`config.mk`:
```
export PLATFORM = sky130hd
export DESIGN_NAME = mem_dump_unit
export DESIGN_NICKNAME = d
export VERILOG_FILES = /design/src/rtl/mem_dump_unit.sv
export SDC_FILE = /design/constraint.sdc
export NUM_CORES = 1
export LEC_CHECK = 0
export CORE_ASPECT_RATIO = 0.7
export CORE_MARGIN = 4
export CORE_UTILIZATION = 45
export CTS_CLUSTER_DIAMETER = 200
export DETAILED_ROUTE_END_ITERATION = 7
export DONT_BUFFER_PORTS = 1
export PLACE_DENSITY_LB_ADDON = 0.2
export SLEW_MARGIN = 20
export SYNTH_ARGS = -nofsm -noshare
export SYNTH_HDL_FRONTEND = slang
export SYNTH_SLANG_ARGS = --single-unit
```
`constraint.sdc`:
```
create_clock -name clk -period 6.8 [get_ports clk]
set_clock_uncertainty 0.1 [all_clocks]
set_input_delay 0.68 -clock clk [delete_from_list [all_inputs] [get_ports clk]]
set_output_delay 0.68 -clock clk [all_outputs]
set_load 0.01 [all_outputs]
```
`src/rtl/mem_dump_unit.sv`:
```
// Streams `count` words from a synchronous-read memory starting at `base`,
// one word per READ/CAPTURE/SEND round, and keeps a running sum of accepted words.
module mem_dump_unit #(
  parameter int ADDR_W = 10,
  parameter int DATA_W = 32
) (
  input  logic              clk,
  input  logic              reset,
  input  logic              start,
  input  logic [ADDR_W-1:0] base,
  input  logic [ADDR_W:0]   count,
  output logic              busy,
  output logic              done,
  output logic              mem_re,
  output logic [ADDR_W-1:0] mem_addr,
  input  logic [DATA_W-1:0] mem_rdata,
  output logic              out_valid,
  input  logic              out_ready,
  output logic [DATA_W-1:0] out_data,
  output logic [ADDR_W-1:0] out_addr,
  output logic              out_last,
  output logic [DATA_W-1:0] sum
);

  typedef enum logic [2:0] {
    IDLE    = 3'd0,
    READ    = 3'd1,
    CAPTURE = 3'd2,
    SEND    = 3'd3,
    DONE    = 3'd4
  } state_t;

  localparam logic [ADDR_W:0]   CNT_ONE  = {{ADDR_W{1'b0}}, 1'b1};
  localparam logic [ADDR_W:0]   CNT_ZERO = '0;
  localparam logic [ADDR_W-1:0] PTR_ONE  = {{(ADDR_W-1){1'b0}}, 1'b1};

  state_t              r_state;
  logic [ADDR_W-1:0]   r_ptr;
  logic [ADDR_W:0]     r_remaining;
  logic [DATA_W-1:0]   r_sum;
  logic [DATA_W-1:0]   r_out_data;
  logic [ADDR_W-1:0]   r_out_addr;
  logic                r_out_last;
  logic                w_handshake;

  assign w_handshake = (r_state == SEND) && out_ready;

  always_ff @(posedge clk) begin
    if (reset) begin
      r_state     <= IDLE;
      r_ptr       <= '0;
      r_remaining <= '0;
      r_sum       <= '0;
      r_out_data  <= '0;
      r_out_addr  <= '0;
      r_out_last  <= 1'b0;
    end else begin
      unique case (r_state)
        IDLE: begin
          if (start) begin
            // Any accepted start opens a new dump, so the sum restarts even for an empty one.
            r_sum <= '0;
            if (count == CNT_ZERO) begin
              r_state <= DONE;
            end else begin
              r_ptr       <= base;
              r_remaining <= count;
              r_state     <= READ;
            end
          end
        end
        READ: begin
          r_state <= CAPTURE;
        end
        CAPTURE: begin
          r_out_data <= mem_rdata;
          r_out_addr <= r_ptr;
          r_out_last <= (r_remaining == CNT_ONE);
          r_state    <= SEND;
        end
        SEND: begin
          if (w_handshake) begin
            r_sum       <= r_sum + r_out_data;
            r_remaining <= r_remaining - CNT_ONE;
            r_ptr       <= r_ptr + PTR_ONE;
            r_state     <= r_out_last ? DONE : READ;
          end
        end
        DONE: begin
          r_state <= IDLE;
        end
        default: begin
          r_state <= IDLE;
        end
      endcase
    end
  end

  // Control outputs are pure state decodes; the pointer doubles as the read address.
  assign busy      = (r_state != IDLE);
  assign done      = (r_state == DONE);
  assign mem_re    = (r_state == READ);
  assign out_valid = (r_state == SEND);
  assign mem_addr  = r_ptr;
  assign out_data  = r_out_data;
  assign out_addr  = r_out_addr;
  assign out_last  = r_out_last;
  assign sum       = r_sum;

endmodule
```
==> impl_results.md <==
- Status: finished, final reports clean
- Share of cells above drive strength 1: 4.526%
- Port Buffer Count: 0
- P_leak: 2.187 nW
- Starting Density: 46.57%
- Critical path endpoint category: output port
- Post-synth EDFFs: 0
- Clock-pin slew on the worst setup and hold paths: 0.07 ns
- Routed Antenna Nets: 0
- Main synth FF type: dfxtp_1
- Routed WL: 14.98 mm
- Maximum VDD drop: 173.9 µV
- Buffers plus inverters on the worst setup path: 1
- Syn_area_per_cell: 7.533 µm²
- Ports: 146
- Filler cells: 1,149
- Hold-fix buffers, CTS: 0
- CP max stage delay: 0.93 ns
- Critical Path Fanout Max: 32
- H-tree depth: 3
- Vias in the first global route: 4,806
- Die width: 140.1 µm
- Net Count, Synth: 822
- Die height: 100.5 µm
- Design Power: 1.429 mW
- Total GRT Usage: 20.96%
- Die area: 14,080 µm²
- F_max: 290.7 MHz
- Fin cells: 864
- Vias post-DR: 5,066
- Post-CTS sizing: 0
- Final period util: 50.58%
- Setup WS post-layout: 3.361 ns
- Initial antenna violation count: 0
- Iter 0 DRT Violations: 338
- Total gr overflow: 0
- Yosys warnings: 0
- First-pass GRT wire length: 24.49 mm
- PwrDens: 242.4 nW/µm²
- Max-Cap Viols: 0
- Post-Place Cells: 848
- Synth Cell Area: 5499 µm²
- Measured slew at the worst slew-check pin: 0.9793 ns
- Final setup vio count: 0
- Final hold vios: 0
- CTS Sinks: 99
- Most frequent cells in the layout: nand2_1, a21oi_1, dfxtp_1
- Post-Syn Instances: 730
- Synth cell types: 57
- Final Util: 49.93%
- DRC violations left: 0
- Post-DP HPWL: 11.01 mm
- Area of the multi-input gates: 3304 µm²
- DR vias/cell: 5.863
- CTS tree: built
- CP max stage cell: clkinv_1
- Final Wtd Congestion: 0.8952
- Commonest non-fill, non-tap cell in the layout: nand2_1
- Slew headroom: 34.56%
- Largest net degree at the start of global routing: 81
- Root Driver: clkbuf_16
- Rows: 33
- WS Path Type: reg2out
- Sequential-to-total area share from yosys stat: 36.04%
- Tmin final: 3.439 ns
- CP required: 6.02 ns
- Slew Viols, Final: 0
- Ant diodes: 0
- FFs w/ async S/R, synth: 0%
- Post-CTS setup buffers: 0
- Core area: 11,810 µm²
- Syn-to-layout area delta: 7.213%
- Cells along the critical path: nor2b_1 > nand2_1 > clkinv_1
- # nets final: 794
- Worst hold path class: in2reg
- Clk buf depth: 2
- Reg area: 1982 µm²
- Critical path's top delay family: buffers and inverters
- Fin Setup TNS: 0 ns
- CTS buffer count: 9
- Startpoint Class: register
- Worst-Skew Late Latency: 0.34 ns
- Post-place setup slack: 3.691 ns
- Seq cells post-synth: 99
- Worst EP arrival: 2.66 ns
- RSZ-0062 raised after global routing: false
- DRT Pass-1 Iters: 5
- WL/cell: 17.33 µm
-- report_power, final --
part,internal [mW],total (mW),switching [mW]
registers,0.613,0.668,0.0544
clock network,0.334,0.564,0.231
logic,0.0676,0.197,0.130
-- state kept, by name, indices dropped and copies added, names as in the netlist --
register	count
out_data	32
sum	32
r_remaining	11
mem_addr	10
out_addr	10
r_state	3
out_last	1
-- logic make-up (layout without fill, tap and decap cells) --
kind of cell / Yosys count / in the layout / synth area share (%)
AND/OR/NAND/NOR: 278 / 278 / 21.89
adder cells (fa/ha/maj): 35 / 35 / 8.100
buffers and inverters: 58 / 35 / 3.959
flip-flops: 99 / 99 / 36.04
XOR/XNOR: 26 / 26 / 4.141
AO/OA/AOI/OAI: 234 / 234 / 25.87
-- routing by layer --
metal | GRT usage [%] | vias up | wire length [µm]
met2 | 32.36 | 195 | 6474
met1 | 29.01 | 2330 | 7029
met3 | 6.401 | 19 | 1249
met5 | 0 | - | 0
li1 | - | 2522 | -
met4 | 4.765 | 0 | 223
-- per-stage QoR --
step                      hold slack [ns]  area (µm²)
after global placement             0.3510        5569
after global routing               0.2865        5896
final                              0.3064        5896
after CTS                          0.2924        5896
after detailed placement           0.3610        5569
after floorplan                    0.3443        5499
-- synthesized netlist by cell type (2+ instances only) --
cell / n / area share (%)
o31ai_2: 2 / 0.45
a211oi_1: 10 / 1.4
a21oi_1: 106 / 9.6
clkbuf_1: 42 / 2.9
and3_1: 5 / 0.57
and2_1: 2 / 0.23
o22ai_1: 6 / 0.68
o21a_1: 7 / 0.96
nor3_1: 17 / 1.5
xnor2_1: 13 / 2.1
nand2_1: 154 / 11
o211ai_1: 4 / 0.55
a22oi_1: 8 / 1.1
nor2_1: 49 / 3.3
xor2_1: 13 / 2.1
o21ai_1: 10 / 0.91
nand3_1: 17 / 1.5
or3_1: 5 / 0.57
ha_1: 34 / 7.7
nand2b_1: 2 / 0.23
o21bai_1: 4 / 0.55
dfxtp_1: 99 / 36
inv_1: 14 / 0.96
a31oi_1: 5 / 0.57
a21o_1: 13 / 1.8
o21ai_0: 41 / 3.7
nand4_1: 10 / 1.1
o2111ai_1: 2 / 0.32
nor4_1: 3 / 0.34
o221ai_1: 2 / 0.32
nor2b_1: 5 / 0.57
-- worst register-to-register path, stage by stage (launching register included) --
cell and delay, ns:
dfxtp_1 0.49, nor2b_1 0.14, nand2_1 0.74, clkinv_1 0.94, nand2_1 0.34, o22ai_1 0.10, a211oi_1 0.28
-- final cells by class --
cell class                      count  area share (%)
Clock buffer                       10           4.053
Clock inverter                      6           1.486
Inverter                           15          0.9550
Multi-Input combinational cell    573           56.05
Sequential cell                    99           33.62
Tap cell                          157           3.332
Timing Repair Buffer                4          0.5093
-- path summary, 6_finish.rpt --
path,start,to,slack [ns],depth (start not counted)
setup / recovery,r_state[2],out_valid,3.36,3
hold / removal,reset,out_addr[9],0.31,1
setup reg to reg,r_state[2],mem_addr[7],3.58,6
hold reg to reg,r_remaining[8],r_remaining[8],0.37,2
(Power assumes the default switching activity.)
==> RTL edit: new RTL, same flow settings <==
The 5 states of `state_t` get a Gray code encoding in 3 bits.
--- a/src/rtl/mem_dump_unit.sv
+++ b/src/rtl/mem_dump_unit.sv
@@ -23,11 +23,11 @@
 );
 
   typedef enum logic [2:0] {
-    IDLE    = 3'd0,
-    READ    = 3'd1,
-    CAPTURE = 3'd2,
-    SEND    = 3'd3,
-    DONE    = 3'd4
+    IDLE    = 3'b000,
+    READ    = 3'b001,
+    CAPTURE = 3'b011,
+    SEND    = 3'b010,
+    DONE    = 3'b110
   } state_t;
 
   localparam logic [ADDR_W:0]   CNT_ONE  = {{ADDR_W{1'b0}}, 1'b1};
Behaviour: no difference found for any inputs over 10 cycles, from zero or initial values and one cycle with reset high; not proved beyond that.
==> RTL edit against the unedited design <==
  * Final area rose by 2.7%
  * Area after synthesis is 3.7% higher
  * Non-clock buffer count shrank 1
  * Core utilization down 1.2 points
  * Wire length rose by 6.2%
  * Power fell by 7.2%
  * Setup slack improved by 0.66 ns
  * Sequential cell count did not move
  * Cell count increased by 1.7%
  * Clock power is 6.6% lower
==> RTL edit: results (changes against the unedited design) <==
\begin{tabular}{lr}
\hline
Metric & Value \\
\hline
\multicolumn{2}{l}{\textbf{Global route}} \\
\quad Routing usage on met3 & 5.426\% (-0.98 points) \\
\quad Via count of the first global-routing pass & 4666 (-2.9\%) \\
\quad Met1 capacity usage during global routing & 31.56\% (+2.5 points) \\
\quad Maximum number of pins on one net before global-route repair & 83 (+2.5\%) \\
\quad GR Util met2 & 31.24\% (-1.1 points) \\
\multicolumn{2}{l}{\textbf{Placement}} \\
\quad Instance count after placement with tap cells included & 863 (+1.8\%) \\
\quad DPL Wire Length & 11660 um (+5.9\%) \\
\quad Routability congestion estimate & 0.9359 (+4.5\%) \\
\quad Number of I/O port buffers & 0 (unchanged) \\
\quad Post-placement worst setup slack & 4.013 ns (+0.3223 ns) \\
\multicolumn{2}{l}{\textbf{Run status}} \\
\quad Status & finished, final reports clean \\
\multicolumn{2}{l}{\textbf{Setup path}} \\
\quad Crit path largest cell delay & 0.41 ns (-0.52 ns) \\
\quad Crit path max fanout & 5 (-84\%) \\
\quad Worst Path Arrival & 2.92 ns (+0.26 ns) \\
\quad Cell with the largest stage delay on the worst path & sky130\_fd\_sc\_hd\_\_dfxtp\_1 \\
\multicolumn{2}{l}{\textbf{Detailed routing}} \\
\quad Detailed Route WL & 15900 um (+6.2\%) \\
\quad Sum of met2 wire segment lengths after detailed routing & 6593 um (+1.8\%) \\
\quad Routed length on met1 & 7891 um (+12\%) \\
\quad Via density per instance & 5.832 (-0.54\%) \\
\quad Wire length on met3 & 1287 um (+3.0\%) \\
\quad WL per Instance & 18.09 um (+4.4\%) \\
\quad Iteration-0 DRC count of the detailed router & 421 (+25\%) \\
\multicolumn{2}{l}{\textbf{Yosys}} \\
\quad Most common library cells after synthesis & sky130\_fd\_sc\_hd\_\_nand2\_1, sky130\_fd\_sc\_hd\_\_a21oi\_1, sky130\_fd\_sc\_hd\_\_dfxtp\_1 \\
\quad Synthesized area divided by synthesized cell count & 7.714 um2 (+2.4\%) \\
\quad Synthesized Nets & 831 (+1.1\%) \\
\quad Sequential-to-total area share from yosys stat & 34.77\% (-1.3 points) \\
\quad Largest cells by area after synthesis & sky130\_fd\_sc\_hd\_\_dfxtp\_1, sky130\_fd\_sc\_hd\_\_nand2\_1, sky130\_fd\_sc\_hd\_\_a21oi\_1 \\
\quad Synth cell types & 68 (+19\%) \\
\multicolumn{2}{l}{\textbf{STA}} \\
\quad Measured slew at the worst slew-check pin & 1.025 ns (+0.04531 ns) \\
\multicolumn{2}{l}{\textbf{Final layout}} \\
\quad Share of layout cells above drive strength 1 & 6.695\% (+2.2 points) \\
\quad Final-stage net count & 804 (+1.3\%) \\
\multicolumn{2}{l}{\textbf{Power}} \\
\quad Static leakage & 0.002270 uW (+3.8\%) \\
\quad Max IR drop VDD & 0.1152 mV (-34\%) \\
\hline
\end{tabular}
-- RTL edit: changes by cell type in the layout (fill, tap and decap cells not counted), moves of 4 or more --
cell	change
sky130_fd_sc_hd__nor3_1	-6
sky130_fd_sc_hd__nor2_1	+4
sky130_fd_sc_hd__o21ai_1	+8
sky130_fd_sc_hd__nor2b_1	-4
sky130_fd_sc_hd__o21ai_0	-9
sky130_fd_sc_hd__a22oi_1	+7
sky130_fd_sc_hd__nand4_1	-4
sky130_fd_sc_hd__a21oi_2	+4
sky130_fd_sc_hd__a21oi_1	-5
sky130_fd_sc_hd__o21a_1	-4
-- RTL edit: worst paths after layout --
| path | cells past startpoint | end | slack (ns) | startpoint |
|---|---|---|---|---|
| worst min-delay path | 1 | out_addr[5] | 0.29 | reset |
| worst max register to register | 11 | sum[26] | 4.02 | out_data[0] |
| worst max-delay path | 11 | sum[26] | 4.02 | out_data[0] |
| worst min register to register | 2 | r_remaining[1] | 0.38 | r_remaining[1] |
-- RTL edit: kinds of logic after synthesis --
kind of cell    after synthesis  synth area share (%)
compound gates              242                 26.89
buf+inv                      57                 4.236
fa+ha+maj                    35                 7.814
xor+xnor                     26                 3.995
flops                        99                 34.77
simple gates                277                 21.75
mux                           3                0.5487
-- RTL edit: cell type report --
cell class                      instances  area [um2]
Fill cell                            1226        6367
Sequential cell                        99        1982
Clock buffer                           10       239.0
Multi-Input combinational cell        583        3485
Clock inverter                          6       63.81
Tap cell                              162       202.7
Timing Repair Buffer                    3       22.52
Inverter                               16       60.06
-- RTL edit: power breakdown --
| part | total, uW | switching, uW | internal (uW) |
|---|---|---|---|
| registers | 641 | 36.8 | 604 |
| clock network | 527 | 232 | 296 |
| logic | 157 | 104 | 53.4 |
